--- src/rtl/accu_bank.sv ---
// Bank of NUM_ACC independent WIDTH-bit accumulators with load/add/sub/clear,
// optional signed saturation, sticky overflow flags and a registered read port.
module accu_bank #(
  parameter  int WIDTH    = 16,
  parameter  int NUM_ACC  = 4,
  parameter  int SATURATE = 0,
  localparam int SEL_W    = (NUM_ACC > 1) ? $clog2(NUM_ACC) : 1
) (
  input  logic             clk,
  input  logic             rst,
  input  logic             ce,
  input  logic             op_valid,
  input  logic [2:0]       op,
  input  logic [SEL_W-1:0] wr_sel,
  input  logic [WIDTH-1:0] data_in,
  input  logic [SEL_W-1:0] rd_sel,
  output logic [WIDTH-1:0] data_out,
  output logic             zero,
  output logic             neg,
  output logic             ovf,
  output logic             op_done
);

  typedef enum logic [2:0] {
    OP_NOP  = 3'b000,
    OP_LOAD = 3'b001,
    OP_ADD  = 3'b010,
    OP_SUB  = 3'b011,
    OP_CLR  = 3'b100
  } op_e;

  localparam logic [SEL_W:0] NUM_L = (SEL_W + 1)'(NUM_ACC);

  logic [WIDTH-1:0]   r_acc [NUM_ACC];
  logic [NUM_ACC-1:0] r_ovf;
  logic [WIDTH-1:0]   r_data_out;
  logic               r_zero;
  logic               r_neg;
  logic               r_ovf_out;
  logic               r_op_done;

  op_e                w_op;
  logic               w_wr_ok;
  logic               w_rd_ok;
  logic               w_accept;
  logic [SEL_W-1:0]   w_wr_idx;
  logic [SEL_W-1:0]   w_rd_idx;
  logic [WIDTH-1:0]   w_cur;
  logic               w_cur_ovf;
  logic [WIDTH-1:0]   w_res;
  logic               w_arith_ovf;
  logic [WIDTH-1:0]   w_next;
  logic               w_next_ovf;
  logic [WIDTH-1:0]   w_rd_val;
  logic               w_rd_ovf;

  assign w_op     = op_e'(op);
  assign w_wr_ok  = ({1'b0, wr_sel} < NUM_L);
  assign w_rd_ok  = ({1'b0, rd_sel} < NUM_L);
  assign w_accept = ce && op_valid && w_wr_ok;

  // Out-of-range selects are steered to entry 0 so no access leaves the array.
  assign w_wr_idx  = w_wr_ok ? wr_sel : '0;
  assign w_rd_idx  = w_rd_ok ? rd_sel : '0;
  assign w_cur     = r_acc[w_wr_idx];
  assign w_cur_ovf = r_ovf[w_wr_idx];
  assign w_rd_val  = w_rd_ok ? r_acc[w_rd_idx] : '0;
  assign w_rd_ovf  = w_rd_ok ? r_ovf[w_rd_idx] : 1'b0;

  always_comb begin
    w_next      = w_cur;
    w_next_ovf  = w_cur_ovf;
    w_res       = '0;
    w_arith_ovf = 1'b0;
    case (w_op)
      OP_LOAD: w_next = data_in;
      OP_CLR: begin
        w_next     = '0;
        w_next_ovf = 1'b0;
      end
      OP_ADD, OP_SUB: begin
        // Signed overflow only needs the operand and result sign bits, so the
        // carry out of the WIDTH-bit sum is never formed.
        if (w_op == OP_ADD) begin
          w_res       = w_cur + data_in;
          w_arith_ovf = (w_cur[WIDTH-1] == data_in[WIDTH-1]) &&
                        (w_res[WIDTH-1] != w_cur[WIDTH-1]);
        end else begin
          w_res       = w_cur - data_in;
          w_arith_ovf = (w_cur[WIDTH-1] != data_in[WIDTH-1]) &&
                        (w_res[WIDTH-1] != w_cur[WIDTH-1]);
        end
        w_next = w_res;
        if (w_arith_ovf) begin
          w_next_ovf = 1'b1;
          if (SATURATE != 0) begin
            w_next = w_cur[WIDTH-1] ? {1'b1, {(WIDTH-1){1'b0}}}
                                    : {1'b0, {(WIDTH-1){1'b1}}};
          end
        end
      end
      default: ;
    endcase
  end

  always_ff @(posedge clk) begin
    if (!rst) begin
      for (int unsigned k = 0; k < NUM_ACC; k++) r_acc[k] <= '0;
      r_ovf      <= '0;
      r_data_out <= '0;
      r_zero     <= 1'b1;
      r_neg      <= 1'b0;
      r_ovf_out  <= 1'b0;
      r_op_done  <= 1'b0;
    end else if (ce) begin
      r_data_out <= w_rd_val;
      r_zero     <= (w_rd_val == '0);
      r_neg      <= w_rd_val[WIDTH-1];
      r_ovf_out  <= w_rd_ovf;
      r_op_done  <= w_accept;
      if (w_accept) begin
        r_acc[w_wr_idx] <= w_next;
        r_ovf[w_wr_idx] <= w_next_ovf;
      end
    end
  end

  assign data_out = r_data_out;
  assign zero     = r_zero;
  assign neg      = r_neg;
  assign ovf      = r_ovf_out;
  assign op_done  = r_op_done;

endmodule

--- config.mk ---
export PLATFORM = sky130hd
export DESIGN_NAME = accu_bank
export DESIGN_NICKNAME = d
export VERILOG_FILES = /design/src/rtl/accu_bank.sv
export SDC_FILE = /design/constraint.sdc
export NUM_CORES = 1
export LEC_CHECK = 0
export ABC_AREA = 1
export BUFFER_PORTS_ARGS = -buffer_cell sky130_fd_sc_hd__buf_4
export CORE_MARGIN = 2
export CORE_UTILIZATION = 40
export CTS_CLUSTER_DIAMETER = 150
export DETAILED_ROUTE_END_ITERATION = 8
export PLACE_DENSITY = 0.67
export SLEW_MARGIN = 10
export SYNTH_ARGS = -nofsm -noshare
export SYNTH_HDL_FRONTEND = slang
export SYNTH_SLANG_ARGS = --single-unit
--- constraint.sdc ---
create_clock -name clk -period 2.8 [get_ports clk]
set_input_delay 0.56 -clock clk [delete_from_list [all_inputs] [get_ports clk]]
set_output_delay 0.56 -clock clk [all_outputs]
set_load 0.03 [all_outputs]
==> results.py <==
metrics = {
    "outcome": {
        "status": "finished with violations",
        "violations": "setup timing",
    },
    "sta": {
        "fmax_mhz": 352,
        "fin_skew_ps": 6.61,
        "setup_viol": 4,
        "period_needed_ps": 2840,
        "hold_slack_ps": 471,
        "relSlewSlack_pct": 65.7,
        "rsz0062_at_grt": "yes",
        "finalHoldViolations": 0,
        "worst_pin_slew_ps": 515,
        "fin_crit_sh_pct": 101,
        "setup_tns_ps": -96.5,
        "layout_setup_ws_ps": -40.5,
        "maxSlewViolCount": 0,
    },
    "yosys": {
        "syn-mean-instance-area_um2": 7.45,
        "yosys_most_used_dff": "edfxtp_1",
        "ys_top_cells_by_area": "edfxtp_1 (31%), nand2_1 (13%), dfxtp_1 (7.4%)",
        "syn_inst": 835,
        "yosys_warnings": 0,
        "yosysSeqAreaShare_pct": 38.3,
        "synthDominantCellAreaShare_pct": 30.9,
        "synth_edf_count": 64,
        "syn-num-nets": 898,
        "yosysTopAreaCell": "edfxtp_1",
        "ys_async_sr_fraction_pct": 0,
        "synthDistinctLibCells": 45,
        "syn_area_um2": 6220,
        "synth-seq-cells": 87,
    },
    "die": {
        "row_count": 45,
        "core_area_um2": 15200,
        "fp.dieArea_um2": 16600,
        "die_h_um": 129,
        "io-pin-count": 47,
        "fp.dieW_um": 129,
        "initial_core_util_pct": 40.9,
    },
    "final_layout": {
        "syn_to_final_growth_pct": 34.6,
        "fillCellCount": 1377,
        "final_layout_size_suffix_gt1_share_pct": 31.9,
        "fin_area_um2": 8370,
        "final_nets": 1015,
        "diodes": 0,
        "final_core_util_pct": 55.1,
        "layout.cells.non_filler": 1145,
    },
    "place": {
        "dp_hpwl_um": 14100,
        "dp.cells": 1126,
        "place_ws_ps": -502,
        "portBuffers": 46,
        "dpl_cell_area_um2": 7350,
        "gp_congestion": 0.899,
    },
    "critical_path": {
        "r2r-start": "r_acc[1][0]",
        "worstPathRequired_ps": 2870,
        "critPathMaxStageDelay_ps": 370,
        "crit_type": "primary input to flop",
        "critPathSlowestCell": "fa_2",
        "start_kind": "primary input",
        "cp_num_buf_inv": 6,
        "cp-end-kind": "flop",
        "crit_fanout": 6,
        "critical_path.cell_chain": "buf_12, inv_8, nand2_8, clkinv_8, o2bb2ai_4, a221o_1, inv_1, ha_2, inv_2, fa_2, nand3_2, nand2_4, buf_6, nand3_2, nand3_2, xor2_1, nand2_1, nand3_4, a21oi_2",
        "crit_family": "simple AND/OR/NAND/NOR gates",
        "crit_top_cell": "nand3_2",
        "critical_path.startpoint": "wr_sel[1]",
        "cp_data_arrival_time_ps": 2920,
    },
    "clocking": {
        "h-tree-depth": 3,
        "clk_latency_ps": 340,
        "clk_pin_slew_ps": 60,
        "cts_buffers": 9,
        "cts_tree": "yes",
        "clock_path_buffers": 2,
        "cts_sinks": 87,
        "root_buffer": "clkbuf_16",
    },
    "min_path": {
        "min_path_type": "flop to flop",
        "hold_path.startpoint": "r_ovf[1]",
    },
    "power": {
        "p_leak_nw": 3.72,
        "irDropWorstVdd_mv": 0.340,
        "pwr-share-comb_pct": 31.2,
        "power_frac_clock_pct": 32.9,
        "pwr-share-seq_pct": 36.0,
        "switching_share_pct": 31.2,
        "p_per_area_nw_per_um2": 493,
        "finalPower_mw": 4.13,
        "power.internal_mw": 2.84,
        "power_switching_mw": 1.29,
    },
    "grt": {
        "grt_pass1_wl_um": 30600,
        "grt_overflow_total": 0,
        "grt_antenna_before_repair": 0,
        "grt_pass1_vias": 5988,
        "grt_use_total_pct": 23.8,
        "grt_max_degree": 39,
    },
    "route": {
        "routed-via-count": 6353,
        "drcViolationCount": 0,
        "avgViaCountPerCell": 5.55,
        "drtPass1Iterations": 5,
        "wire_per_inst_um": 17.9,
        "ant_nets": 0,
        "first_iter_violations": 716,
        "drt_wl_total_um": 20400,
    },
    "flow_run": {
        "cap_violations": 0,
    },
}
-- path summary, 6_finish.rpt --
path	end	slack, ps	depth (start not counted)
worst min register to register	r_ovf[1]	470	2
worst max register to register	r_acc[3][12]	20	15
worst max-delay path	r_acc[3][12]	-40	19
worst min-delay path	r_ovf[1]	470	2
-- cells in the mapped netlist (2+ instances only) --
master	count
a21oi_1	87
a21oi_2	5
a22oi_1	23
a22oi_2	4
a31oi_1	2
a32o_1	12
buf_2	18
buf_6	2
clkbuf_1	13
dfxtp_1	23
edfxtp_1	64
fa_1	2
ha_1	34
inv_1	82
inv_2	19
nand2_1	217
nand2_2	4
nand3_1	57
nand3_2	2
nand4_1	6
nor2_1	72
nor2_2	6
nor3_1	4
o211ai_1	4
o21ai_0	37
o21ai_1	9
o21bai_1	4
or2_1	2
xor2_1	5
-- power groups by stage --
| stage | clock (mW) | combinational (mW) | sequential, mW |
|---|---|---|---|
| global placement | 0 | 1.07 | 1.51 |
| global route | 1.41 | 1.40 | 1.49 |
| floorplan | 0 | 0.600 | 1.54 |
| CTS | 1.36 | 1.13 | 1.48 |
| finish | 1.36 | 1.29 | 1.49 |
| detailed placement | 0 | 1.08 | 1.51 |
-- final cells by class --
cell class	instances	area, um^2	area share (%)
clock buffer	11	233	2.78
clock inverter	5	106	1.27
inverter	101	404	4.83
multi-input combinational	612	3900	46.6
sequential	87	2380	28.5
tap	188	235	2.81
timing repair buffer	140	1100	13.2
timing repair inverter	1	8.76	0.105
-- placed cells by master, fill, tap and decap left out, types with 3 or more instances in the layout --
cell       synthesis  final
a21oi_1           87     68
nand3_4            0      5
o211ai_1           4      4
ha_4               0     14
nand3_2            2     21
inv_2             19     19
a21oi_2            5     24
dfxtp_1           23     23
nor3_1             4      4
buf_6              2      4
o21ai_0           37     33
nand3_1           57     33
a22oi_1           23     15
o21ai_2            0      4
inv_1             82     78
nor2_2             6      9
edfxtp_1          64     64
bufinv_16          0      3
a32o_1            12     12
clkbuf_16          0      9
nand4_1            6      6
xor2_1             5      5
nand2_1          217    198
buf_12             0      3
a22oi_2            4     12
ha_1              34     18
nor2_1            72     66
o21ai_1            9      9
nor2_4             1      4
o21bai_1           4      3
nand2_2            4     21
buf_4              1    133
-- cell families (layout without fill, tap and decap cells) --
| kind of cell | after synthesis | count (layout) | share of synthesized area, % |
|---|---|---|---|
| simple gates | 375 | 375 | 25.2 |
| flops | 87 | 87 | 38.3 |
| xor+xnor | 5 | 5 | 0.704 |
| compound gates | 196 | 196 | 19.4 |
| buf+inv | 136 | 258 | 8.87 |
| fa+ha+maj | 36 | 36 | 7.48 |
-- worst register-to-register path: stages (launching register included) --
cell	delay [ps]
edfxtp_1	430
o2bb2ai_4	160
a221o_1	310
inv_1	90
ha_2	170
inv_2	40
fa_2	370
nand3_2	90
nand2_4	80
buf_6	130
nand3_2	60
nand3_2	80
xor2_1	160
nand2_1	140
nand3_4	130
a21oi_2	70
-- metal layers --
metal  up-vias  wire, um  global-route usage, %
li1       3057         -                      -
met1      2950      8460                   30.8
met2       293      9770                   40.1
met3        53      1470                   3.66
met4         0       744                   9.27
met5         -         0                      0
-- sequential cells by signal (all words and copies together), names as in the netlist --
| signal | flops |
|---|---|
| r_acc | 64 |
| data_out | 16 |
| zero | 1 |
| r_ovf | 4 |
| ovf | 1 |
| op_done | 1 |
-- timing repair --
action	4_1_cts	5_1_grt
hold buffers	0	0
cloned	0	1
setup buffers	2	2
pin swaps	3	36
resized for setup	28	120
endpoints found under the setup margin	50	55
No activity file was read; power rests on OpenSTA's default activity.
